`src/rtl/alu_logic_pkg.sv`:
```
// ---------------------------------------------------------------------------
// alu_logic_pkg
//
// Shared definitions for the bitwise logic unit of the ALU datapath.
//
// Contents:
//   OP_W        width of the operation code field
//   logic_op_e  the eight bitwise operations, encoded as they appear on in_op
// ---------------------------------------------------------------------------
package alu_logic_pkg;

  localparam int OP_W = 3;

  // Operation codes as presented on in_op.  ANDN clears the bits of x that
  // are set in y.  PASS forwards x untouched.
  typedef enum logic [OP_W-1:0] {
    OP_AND  = 3'd0,
    OP_OR   = 3'd1,
    OP_XOR  = 3'd2,
    OP_NAND = 3'd3,
    OP_NOR  = 3'd4,
    OP_XNOR = 3'd5,
    OP_ANDN = 3'd6,
    OP_PASS = 3'd7
  } logic_op_e;

endpackage : alu_logic_pkg

```
`src/rtl/word_bitop.sv`:
```
// ---------------------------------------------------------------------------
// word_bitop
//
// Purely combinational W-bit bitwise operator.  It takes two operand words
// and one of the eight logic_op_e operations and produces the result word.
//
// Parameters:
//   W   operand/result width in bits (W >= 1)
//
// Ports:
//   x   in  W      operand x
//   y   in  W      operand y (ignored for PASS)
//   op  in  OP_W   operation code, interpreted as logic_op_e
//   z   out W      result word
// ---------------------------------------------------------------------------
module word_bitop
  import alu_logic_pkg::*;
#(
  parameter int W = 16
) (
  input  logic [W-1:0]    x,
  input  logic [W-1:0]    y,
  input  logic [OP_W-1:0] op,
  output logic [W-1:0]    z
);

  // Operation select.  Every encoding is covered.  The default arm only
  // keeps the block free of latches and behaves like PASS.
  always_comb begin
    z = x;
    case (logic_op_e'(op))
      OP_AND:  z = x & y;
      OP_OR:   z = x | y;
      OP_XOR:  z = x ^ y;
      OP_NAND: z = ~(x & y);
      OP_NOR:  z = ~(x | y);
      OP_XNOR: z = ~(x ^ y);
      OP_ANDN: z = x & ~y;
      OP_PASS: z = x;
      default: z = x;
    endcase
  end

endmodule : word_bitop

```
`src/rtl/word_logic_pipe.sv`:
```
// ---------------------------------------------------------------------------
// word_logic_pipe
//
// Two-stage pipelined bitwise logic unit with valid/ready flow control, an
// accumulate mode and per-result flags.
//
// Stage A latches the operands.  The result is formed combinationally from
// stage A and registered into stage B together with its flags.  acc_q tracks
// the result of the most recent transaction to enter stage B.  In accumulate
// mode that value replaces y.
//
// Parameters:
//   W           operand/result width in bits (W >= 1)
//
// Ports:
//   clk         in   1   rising-edge clock
//   rst_n       in   1   asynchronous active-low reset
//   in_valid    in   1   input transaction present
//   in_ready    out  1   stage A can accept this cycle
//   in_x        in   W   operand x
//   in_y        in   W   operand y (ignored when in_acc = 1)
//   in_op       in   3   operation code (logic_op_e)
//   in_acc      in   1   use accumulator as y operand
//   acc_clr     in   1   synchronous accumulator clear
//   out_valid   out  1   result present
//   out_ready   in   1   downstream accepts result
//   out_z       out  W   result word
//   out_zero    out  1   out_z == 0
//   out_parity  out  1   XOR reduction of out_z
//   out_ones    out  1   out_z is all ones
// ---------------------------------------------------------------------------
module word_logic_pipe
  import alu_logic_pkg::*;
#(
  parameter int W = 16
) (
  input  logic         clk,
  input  logic         rst_n,
  input  logic         in_valid,
  output logic         in_ready,
  input  logic [W-1:0] in_x,
  input  logic [W-1:0] in_y,
  input  logic [2:0]   in_op,
  input  logic         in_acc,
  input  logic         acc_clr,
  output logic         out_valid,
  input  logic         out_ready,
  output logic [W-1:0] out_z,
  output logic         out_zero,
  output logic         out_parity,
  output logic         out_ones
);

  // Stage A contents
  logic            a_valid;
  logic [W-1:0]    a_x;
  logic [W-1:0]    a_y;
  logic [OP_W-1:0] a_op;
  logic            a_acc;

  // Accumulator: result of the last transaction that entered stage B
  logic [W-1:0]    acc_q;

  // Handshake and datapath nets
  logic            b_free;
  logic            a_load;
  logic            a_to_b;
  logic [W-1:0]    y_eff;
  logic [W-1:0]    z_next;

  // Stage B can take a new result when it is empty, or when its current
  // result leaves on this same edge.  Stage A can accept when it is empty,
  // or when it empties into B on this edge.
  always_comb begin
    b_free   = !out_valid || out_ready;
    in_ready = !a_valid || b_free;
    a_load   = in_valid && in_ready;
    a_to_b   = a_valid && b_free;
  end

  // Effective y operand.  A clear that coincides with the transfer of an
  // accumulate-mode op must already be seen by that op, so the clear is
  // folded in here instead of waiting for acc_q to drop on the edge.
  always_comb begin
    y_eff = a_y;
    if (a_acc) begin
      y_eff = acc_clr ? '0 : acc_q;
    end
  end

  word_bitop #(
    .W (W)
  ) u_bitop (
    .x  (a_x),
    .y  (y_eff),
    .op (a_op),
    .z  (z_next)
  );

  // Stage A register.  A load takes priority over the drain because both
  // can happen on one edge: the old beat moves to B and a new one arrives.
  always_ff @(posedge clk or negedge rst_n) begin
    if (!rst_n) begin
      a_valid <= 1'b0;
      a_x     <= '0;
      a_y     <= '0;
      a_op    <= '0;
      a_acc   <= 1'b0;
    end else if (a_load) begin
      a_valid <= 1'b1;
      a_x     <= in_x;
      a_y     <= in_y;
      a_op    <= in_op;
      a_acc   <= in_acc;
    end else if (a_to_b) begin
      a_valid <= 1'b0;
    end
  end

  // Stage B register.  The result and flags change only when a new beat
  // arrives, so they stay frozen during a stall.  When the last result is
  // taken and nothing replaces it, only the valid bit drops.
  always_ff @(posedge clk or negedge rst_n) begin
    if (!rst_n) begin
      out_valid  <= 1'b0;
      out_z      <= '0;
      out_zero   <= 1'b0;
      out_parity <= 1'b0;
      out_ones   <= 1'b0;
    end else if (a_to_b) begin
      out_valid  <= 1'b1;
      out_z      <= z_next;
      out_zero   <= (z_next == '0);
      out_parity <= ^z_next;
      out_ones   <= &z_next;
    end else if (out_ready) begin
      out_valid  <= 1'b0;
    end
  end

  // Accumulator.  Every transfer reloads it, whether or not the op used
  // accumulate mode.  A transfer on the same edge as a clear wins, because
  // that op has already consumed the cleared value through y_eff.
  always_ff @(posedge clk or negedge rst_n) begin
    if (!rst_n) begin
      acc_q <= '0;
    end else if (a_to_b) begin
      acc_q <= z_next;
    end else if (acc_clr) begin
      acc_q <= '0;
    end
  end

endmodule : word_logic_pipe

```
`config.mk`:
```
export PLATFORM = sky130hd
export DESIGN_NAME = word_logic_pipe
export DESIGN_NICKNAME = d
export VERILOG_FILES = /design/src/rtl/alu_logic_pkg.sv /design/src/rtl/word_bitop.sv /design/src/rtl/word_logic_pipe.sv
export SDC_FILE = /design/constraint.sdc
export NUM_CORES = 1
export LEC_CHECK = 0
export CAP_MARGIN = 20
export CORE_MARGIN = 10
export CORE_UTILIZATION = 30
export CTS_CLUSTER_DIAMETER = 60
export DETAILED_ROUTE_END_ITERATION = 12
export SLEW_MARGIN = 5
export SYNTH_ARGS = -nofsm -noshare
export SYNTH_HDL_FRONTEND = slang
export SYNTH_HIERARCHICAL = 1
export SYNTH_SLANG_ARGS = --single-unit
```
`constraint.sdc`:
```
create_clock -name clk -period 2.9 [get_ports clk]
set_input_delay 0.29 -clock clk [delete_from_list [all_inputs] [get_ports clk]]
set_output_delay 0.29 -clock clk [all_outputs]
set_load 0.01 [all_outputs]
```
==> results of run 1 <==
[state kept, by name, indices dropped and copies added (netlist names)]
signal / cells
a_acc: 1
out_ones: 1
a_valid: 1
a_op: 3
out_z: 16
out_zero: 1
out_parity: 1
out_valid: 1
a_y: 16
acc_q: 16
a_x: 16
[kinds of logic after synthesis]
kind of cell | Yosys count | share of synthesized area [%]
adder cells (fa/ha/maj) | 64 | 15.1
XOR/XNOR | 7 | 1.15
multiplexers | 71 | 16.5
AND/OR/NAND/NOR | 135 | 12.8
flip-flops | 73 | 34.4
AO/OA/AOI/OAI | 94 | 11.5
buffers and inverters | 92 | 8.53
[repair_timing]
item	CTS	global route
hold buffers	0	0
setup buffers	10	2
endpoints found under the setup margin	2	2
cloned	1	0
pin swaps	16	2
resized for setup	24	9
[per-layer routing]
metal  track usage [%]  vias up
li1                  -     2064
met1              16.7     2044
met2              20.3       99
met3              2.83       17
met4              5.13        0
met5                 0        -
[final cells by class]
class | instances | area, um2 | share of cell area, %
sequential | 73 | 1830 | 25.6
inverter | 65 | 244 | 3.42
clock buffer | 11 | 243 | 3.40
multi-input combinational | 371 | 3190 | 44.7
clock inverter | 5 | 62.6 | 0.876
timing repair buffer | 146 | 1290 | 18.1
tap | 225 | 282 | 3.94
[per-stage QoR]
stage	hold WS, ns	total power, mW
2_1_floorplan	-0.00559	2.83
6_report	0.0279	5.19
3_5_place_dp	0.429	3.78
4_1_cts	0.0604	5.16
3_3_place_gp	0.413	3.72
5_1_grt	0.0820	5.55
[synth_stat cells (10+ instances only)]
cell,n
nand2b_1,21
a211oi_1,12
ha_1,64
o21ai_1,12
mux2i_1,28
o21ai_0,19
mux2_2,10
nand2_1,66
buf_2,13
inv_1,65
o32a_1,10
nor2b_1,18
nor2_1,16
a21oi_1,17
mux2_4,30
dfrtp_1,73
[path summary, 6_finish.rpt]
check | slack [ns] | cells past startpoint | endpoint
worst min-delay path | 0.03 | 1 | out_z[1]$_DFFE_PN0P_
worst max-delay path | 0.03 | 13 | out_parity$_DFFE_PN0P_
worst max register to register | 0.03 | 13 | out_parity$_DFFE_PN0P_
max in group asynchronous | 2.17 | 2 | a_x[11]$_DFFE_PN0P_
worst min register to register | 0.48 | 2 | out_z[2]$_DFFE_PN0P_
min in group clk | 0.48 | 2 | out_z[2]$_DFFE_PN0P_
[where the power goes]
part           switching, mW  internal [mW]  total (mW)
logic                   1.19           1.42        2.62
registers              0.166           1.25        1.41
clock network          0.464          0.696        1.16
==> metrics, run 1 <==
Max-cap violations=0; fill count=1700; # IOs=62; worst hold path type=input pin to async pin; via count=4224; RSZ-0062 raised after global routing=true; post-synth top area share=34.4%; Synth Instances=536; fmax=348 MHz; period utilization=99.1%; Layout Skew=0.00758 ns; VDD IR max=404 uV; Post-DRT Antenna Nets=0; CP peak stage delay=0.40 ns; Area Overhead vs Synth=34.4%; Pre-antenna DRT Iters=4; final setup fails=0; Synth Flop Type=dfrtp_1; FF-to-FF Start=a_acc$_DFFE_PN0P_; total gr overflow=0; CTS clk-pin slew, worst paths=0.06 ns; Finished Core Util=41.3%; CP Class=flop to flop; flops & latches, synth=73; worst setup path startpoint=a_acc$_DFFE_PN0P_; Final Hold Viols=0; Async SR Flop Fraction=100%; Detail Route met2 WL=6900 um; CP endpoint kind=flop; Placed Area=6570 um2; Avg Vias per Cell=4.71; Die ar.=23400 um2; setup_tns=0 ns; number of global-route vias before repair=4585; Worst-Skew Late Latency=0.35 ns; commonest non-fill, non-tap cell in the layout=buf_4; Worst setup SP type=flop; Slew Limit Fails=0; input/output buffers=61; CP Buf/Inv Count=3; Worst EP required=3.09 ns; leakage=3.49 nW; CTS tree=built; Pwr Density=727 nW/um2; Core Region=17300 um2; status=finished clean; DP Worst Slack=-0.651 ns; DRC Markers=0; placed insts=867; total global-route track usage=12.9%; largest net degree at the start of global routing=58; Least-Margin Pin Slew=0.791 ns; initial DRC count=354; ratio of cells with drive above 1 in the final layout=25.5%; area leader, netlist=dfrtp_1; Worst EP arrival=3.07 ns; DP Wirelength=10600 um; # rows=48; library cells used by synthesis=39; Final GP Congestion=0.843; number of flops mapped to enable cells by yosys=0; met1 wire length=6830 um; sequential area share after synthesis=34.4%; Nets=771; uppermost layer routed=met4; Post-Synthesis Mean Instance Area=9.91 um2; CP max FO=9; clock root cell=clkbuf_16; initial antenna violation count=0; most frequent cells in the layout=buf_4, dfrtp_1, nand2_1, inv_1, ha_1; CTS Buffer Depth=2; first-pass GRT wire length=24500 um; htree depth=3; Critical Path, Cell by Cell=buf_12 -> mux2i_2 -> inv_1 -> ha_1 -> mux2_1 -> o22ai_1 -> o22a_1 -> inv_1 -> ha_1 -> xnor2_2 -> xnor2_1 -> xnor2_1 -> o21ai_0; cell at the slowest stage of the critical path=dfrtp_2; top cells by area, synth=dfrtp_1, ha_1, mux2_4; Die H=153 um; Die W=153 um; Setup WS post-layout=0.0262 ns; initial core utilization=30.7%; CTS Sinks=73; Slew Limit Headroom=47.3%; crit-path leading delay family=multiplexers; Min Clock Period, post-route=2.87 ns; WL/cell=16.5 um; Yosys warning count=6; Netlist Area Pre-Place=5310 um2; routed wl met3=769 um; fin cells=896; Post-Layout Inst Area=7140 um2; syn_nets=641; routed wire length=14800 um; Num CTS Buffers=9; # diodes=0
Note: power is estimated with default switching activity, not from simulation.
==> inputs of run 2 (changes only) <==
CORE_UTILIZATION = 50   (was 30)
PLACE_DENSITY = 0.75   (was not set)
==> run 2 against run 1 <==
The flow now finishes with violations (setup timing). First-iteration DRC count shrank 5.1%. Cell count fell by 9.2%. Sequential power about the same. Die area decreased by 35%. Combinational power rose by 17%. Power up 2.4%. Flip-flop and latch count stayed put. Non-clock buffer count is 7 higher. Global-route usage is 5.9 points higher. Via count increased by 5.0%. Critical endpoint unchanged. Largest power group unchanged.
==> metrics, run 2 (synthesis results as in run 1) <==
status=finished with violations; failing checks=setup timing; initial core utilization=51.4% (+21 points); most frequent cells in the layout=buf_4, dfrtp_1, nand2_1, clkdlybuf4s50_1, inv_1; Post-Layout Inst Area=7170 um2 (+0.46%); Nets=778 (+0.91%); worst hold path type=input pin to async pin; period utilization=113% (+14 points); number of global-route vias before repair=4461 (-2.7%); Final Hold Viols=0 (unchanged); total gr overflow=0 (unchanged); via count=4436 (+5.0%); Final GP Congestion=0.836 (-0.84%); routed wire length=15000 um (+1.1%); initial DRC count=336 (-5.1%); ratio of cells with drive above 1 in the final layout=30.1% (+4.6 points); CTS clk-pin slew, worst paths=0.08 ns (+0.02 ns); overall power=5.31 mW (+2.4%); commonest non-fill, non-tap cell in the layout=buf_4; # IOs=62 (unchanged); Avg Vias per Cell=5.45 (+16%); Pre-antenna DRT Iters=7 (+3); Min Clock Period, post-route=3.29 ns (+0.412 ns); fin cells=814 (-9.2%); Worst EP arrival=3.51 ns (+0.44 ns); htree depth=3 (unchanged); WL/cell=18.4 um (+11%); total global-route track usage=18.8% (+5.9 points); CTS Buffer Depth=2 (unchanged); Placed Area=6440 um2 (-1.9%); CP Class=flop to flop; Die W=123 um (-20%); fmax=304 MHz (-13%); CP endpoint kind=flop; first-pass GRT wire length=22700 um (-7.4%); Max-cap violations=0 (unchanged); input/output buffers=61 (unchanged); Finished Core Util=69.5% (+28 points); Slew Limit Headroom=41.2% (-6.1 points); Post-DRT Antenna Nets=0 (unchanged); Pwr Density=741 nW/um2 (+1.9%); Core Region=10300 um2 (-40%); Worst setup SP type=flop; DRC Markers=0 (unchanged); CTS Sinks=73 (unchanged); Die H=123 um (-20%); Die ar.=15100 um2 (-35%); leakage=3.48 nW (-0.49%); Area Overhead vs Synth=35.0%; final setup fails=1 (+1); setup_tns=-0.386 ns (-0.386 ns); Slew Limit Fails=0 (unchanged); hold slack=0.0369 ns (+0.00901 ns); clock root cell=clkbuf_8; Worst-Skew Late Latency=0.37 ns (+0.02 ns); RSZ-0062 raised after global routing=true; CP max FO=5 (-4); Setup WS post-layout=-0.386 ns (-0.412 ns); initial antenna violation count=0 (unchanged); Layout Skew=0.0123 ns (+0.00477 ns); CTS tree=built; VDD IR max=505 uV (+25%); R2R depth=15 (+2); # diodes=0 (unchanged); # rows=37 (-23%); placed insts=776 (-10%); fill count=746 (-56%); DP Wirelength=9970 um (-5.5%); Least-Margin Pin Slew=0.882 ns (+0.0914 ns); Worst EP required=3.12 ns (+0.03 ns); Num CTS Buffers=9 (unchanged); largest net degree at the start of global routing=58 (unchanged); DP Worst Slack=-0.644 ns (+0.00709 ns); cts hold-fix bufs=0 (unchanged)
-- run 2: critical path, stage by stage, from the launching register on --
cell     delay (ns)
dfrtp_2        0.42
buf_12         0.14
buf_4          0.14
mux2i_4        0.26
inv_2          0.09
ha_4           0.27
nor2b_1        0.04
o21ai_1        0.16
a21oi_1        0.08
o32a_1         0.40
inv_1          0.15
ha_4           0.23
xnor2_2        0.14
xnor2_1        0.29
xnor2_1        0.21
o21ai_1        0.11
-- run 2: layout make-up --
type | count | area, um2 | area share [%]
clock buffers | 11 | 141 | 1.97
multi-input cells | 371 | 3370 | 47.0
well taps | 136 | 170 | 2.37
flip-flops and latches | 73 | 1830 | 25.5
clock inverters | 5 | 62.6 | 0.872
repair buffers | 153 | 1350 | 18.8
inverters | 65 | 251 | 3.51
-- run 2: final timing paths --
check | from | end | slack (ns)
max in group asynchronous | rst_n | a_acc$_DFFE_PN0P_ | 2.01
max reg2reg | a_acc$_DFFE_PN0P_ | out_parity$_DFFE_PN0P_ | -0.39
min in group clk | out_z[15]$_DFFE_PN0P_ | out_z[15]$_DFFE_PN0P_ | 0.48
max | a_acc$_DFFE_PN0P_ | out_parity$_DFFE_PN0P_ | -0.39
min reg2reg | out_z[15]$_DFFE_PN0P_ | out_z[15]$_DFFE_PN0P_ | 0.48
min | rst_n | a_y[0]$_DFFE_PN0P_ | 0.04
-- run 2: report_power, final --
| group | internal (mW) | total [mW] | switching [mW] | leakage [nW] |
|---|---|---|---|---|
| clock | 0.425 | 0.838 | 0.413 | 0.0962 |
| sequential | 1.24 | 1.40 | 0.160 | 0.885 |
| combinational | 1.60 | 3.07 | 1.47 | 2.50 |
| total | 3.27 | 5.31 | 2.04 | 3.48 |
-- run 2: metal layers --
metal / up-vias / share of wire, % / track usage, % / routed length [um]
met3: 35 / 6.9 / 4.88 / 1040
met2: 193 / 48 / 30.9 / 7140
li1: 2072 / - / - / -
met5: - / 0 / 0 / 0
met4: 0 / 2.5 / 5.17 / 375
met1: 2136 / 43 / 24.0 / 6410
-- run 2: repair_timing --
action	in CTS	in global routing
buffers inserted	12	11
gates resized for setup	34	40
pin swaps	17	22
cloned	1	0
endpoints found under the setup margin	1	1
==> inputs of run 3 (changes only) <==
CORE_ASPECT_RATIO = 1.2   (was not set)
==> run 3 against run 2 <==
The run still ends with setup timing left. Sequential power is 3% higher. Flip-flop and latch count stayed put. Power is 6.2% higher. Non-clock buffer count is 2 lower. Via count is 4.0% higher. Die area is 0.11% higher. Sequential share of layout area is 0.45 points lower. Fmax is 3.4% higher. Highest routed layer unchanged.
==> metrics, run 3 (synthesis results as in run 1) <==
Final GP Congestion=0.880 (+5.3%); initial DRC count=373 (+11%); total gr overflow=0 (unchanged); RSZ-0062 raised after global routing=true; most frequent cells in the layout=buf_4, dfrtp_1, nand2_1, clkdlybuf4s50_1, inv_1; Setup WS post-layout=-0.279 ns (+0.107 ns); WL/cell=19.8 um (+7.7%); Pre-antenna DRT Iters=5 (-2); Worst EP required=3.09 ns (-0.03 ns); Slew Limit Headroom=49.2% (+8.0 points); CTS tree=built; DRC Markers=0 (unchanged); CP Class=flop to flop; Final Hold Viols=0 (unchanged); CTS Sinks=73 (unchanged); worst hold path type=input pin to async pin; Pwr Density=773 nW/um2 (+4.3%); leakage=3.53 nW (+1.7%); DP Wirelength=9810 um (-1.7%); ratio of cells with drive above 1 in the final layout=29.5% (-0.61 points); # rows=41 (+11%); Least-Margin Pin Slew=0.761 ns (-0.121 ns); Area Overhead vs Synth=37.5%; hold slack=0.476 ns (+0.439 ns); fill count=713 (-4.4%); routed wire length=15900 um (+6.4%); status=finished with violations; R2R setup slack=-0.28 ns (+0.11 ns); commonest non-fill, non-tap cell in the layout=buf_4; Die H=133 um (+8.0%); largest net degree at the start of global routing=50 (-14%); initial core utilization=50.7% (-0.69 points); R2R depth=14 (-1); final setup fails=1 (unchanged); Post-DRT Antenna Nets=0 (unchanged); htree depth=3 (unchanged); Min Clock Period, post-route=3.18 ns (-0.107 ns); number of global-route vias before repair=4750 (+6.5%); Worst EP arrival=3.37 ns (-0.14 ns); first-pass GRT wire length=23700 um (+4.4%); Nets=776 (-0.26%); VDD IR max=546 uV (+8.2%); period utilization=110% (-3.7 points); CP endpoint kind=flop; Slew Limit Fails=0 (unchanged); initial antenna violation count=0 (unchanged); Finished Core Util=69.8% (+0.31 points); clock root cell=clkbuf_16; via count=4612 (+4.0%); Die W=114 um (-7.3%); Num CTS Buffers=9 (unchanged); CTS Buffer Depth=2 (unchanged); fmax=315 MHz (+3.4%); Die ar.=15200 um2 (+0.11%); total global-route track usage=19.0% (+0.19 points); input/output buffers=61 (unchanged); CTS clk-pin slew, worst paths=0.06 ns (-0.02 ns); Core Region=10500 um2 (+1.4%); Avg Vias per Cell=5.74 (+5.3%); failing checks=setup timing; Worst-Skew Late Latency=0.34 ns (-0.03 ns); # diodes=0 (unchanged); Layout Skew=0.00761 ns (-0.00474 ns); # IOs=62 (unchanged); Worst setup SP type=flop; CP max FO=8 (+3); Max-cap violations=0 (unchanged)
## run 3: changes by cell type in the layout (fill, tap and decap cells not counted), sizes merged
cell	delta
buf	-3
clkbuf	-1
clkdlybuf4s50	-1
clkinv	+3
clkinvlp	-2
dlygate4sd2	+1
dlygate4sd3	+1
inv	-1
## run 3: worst paths after layout
check,startpoint,to
max in group asynchronous,rst_n,a_y[6]$_DFFE_PN0P_
min in group clk,out_z[15]$_DFFE_PN0P_,out_z[15]$_DFFE_PN0P_
min reg2reg,out_z[15]$_DFFE_PN0P_,out_z[15]$_DFFE_PN0P_
min,rst_n,out_z[15]$_DFFE_PN0P_
max,a_acc$_DFFE_PN0P_,out_parity$_DFFE_PN0P_
max reg2reg,a_acc$_DFFE_PN0P_,out_parity$_DFFE_PN0P_
## run 3: final cells by class
type	count	area, um2	area share [%]
Multi-Input combinational cell	371	3430	47.0
Clock inverter	5	57.6	0.788
Tap cell	129	161	2.21
Inverter	65	244	3.34
Timing Repair Buffer	151	1350	18.5
Sequential cell	73	1830	25.0
Clock buffer	10	229	3.14
## run 3: timing repair
action | CTS | global route
setup buffers | 11 | 8
pin swaps | 17 | 15
hold buffers | 1 | 0
cloned | 2 | 0
resized for setup | 43 | 29
hold endpoints to repair | 24 | 0
endpoints found under the setup margin | 1 | 1
## run 3: routing by layer
layer	global-route usage [%]	share of wire, %
met1	22.7	40
met4	7.95	3.8
met5	0	0
met2	32.0	50
met3	3.80	5.9
## run 3: power by group
group	switching (mW)	leakage, nW	total (mW)	internal (mW)
clock	0.452	0.142	1.11	0.662
combinational	1.45	2.51	3.09	1.64
sequential	0.189	0.885	1.44	1.25
## run 3: through the flow
step / TNS, ns / setup WS, ns / cell area [um2] / std cells / power [mW]
2_1_floorplan: 0 / 0.0665 / 5310 / 536 / 2.83
3_3_place_gp: -0.664 / -0.474 / 6400 / 767 / 3.66
3_5_place_dp: -0.858 / -0.558 / 6400 / 767 / 3.76
4_1_cts: 0 / 0.00164 / 7050 / 796 / 5.18
5_1_grt: -0.365 / -0.356 / 7300 / 804 / 5.92
6_report: -0.279 / -0.279 / 7300 / 804 / 5.64
## run 3: critical path: stages, from the launching register on
cell	delay (ns)
dfrtp_2	0.45
buf_16	0.20
mux2i_4	0.26
inv_1	0.09
ha_1	0.33
nor2b_1	0.07
o21ai_0	0.24
a21oi_1	0.08
o32a_1	0.39
inv_1	0.08
ha_1	0.24
xnor2_1	0.14
xnor2_1	0.20
xnor2_1	0.17
o21ai_1	0.10
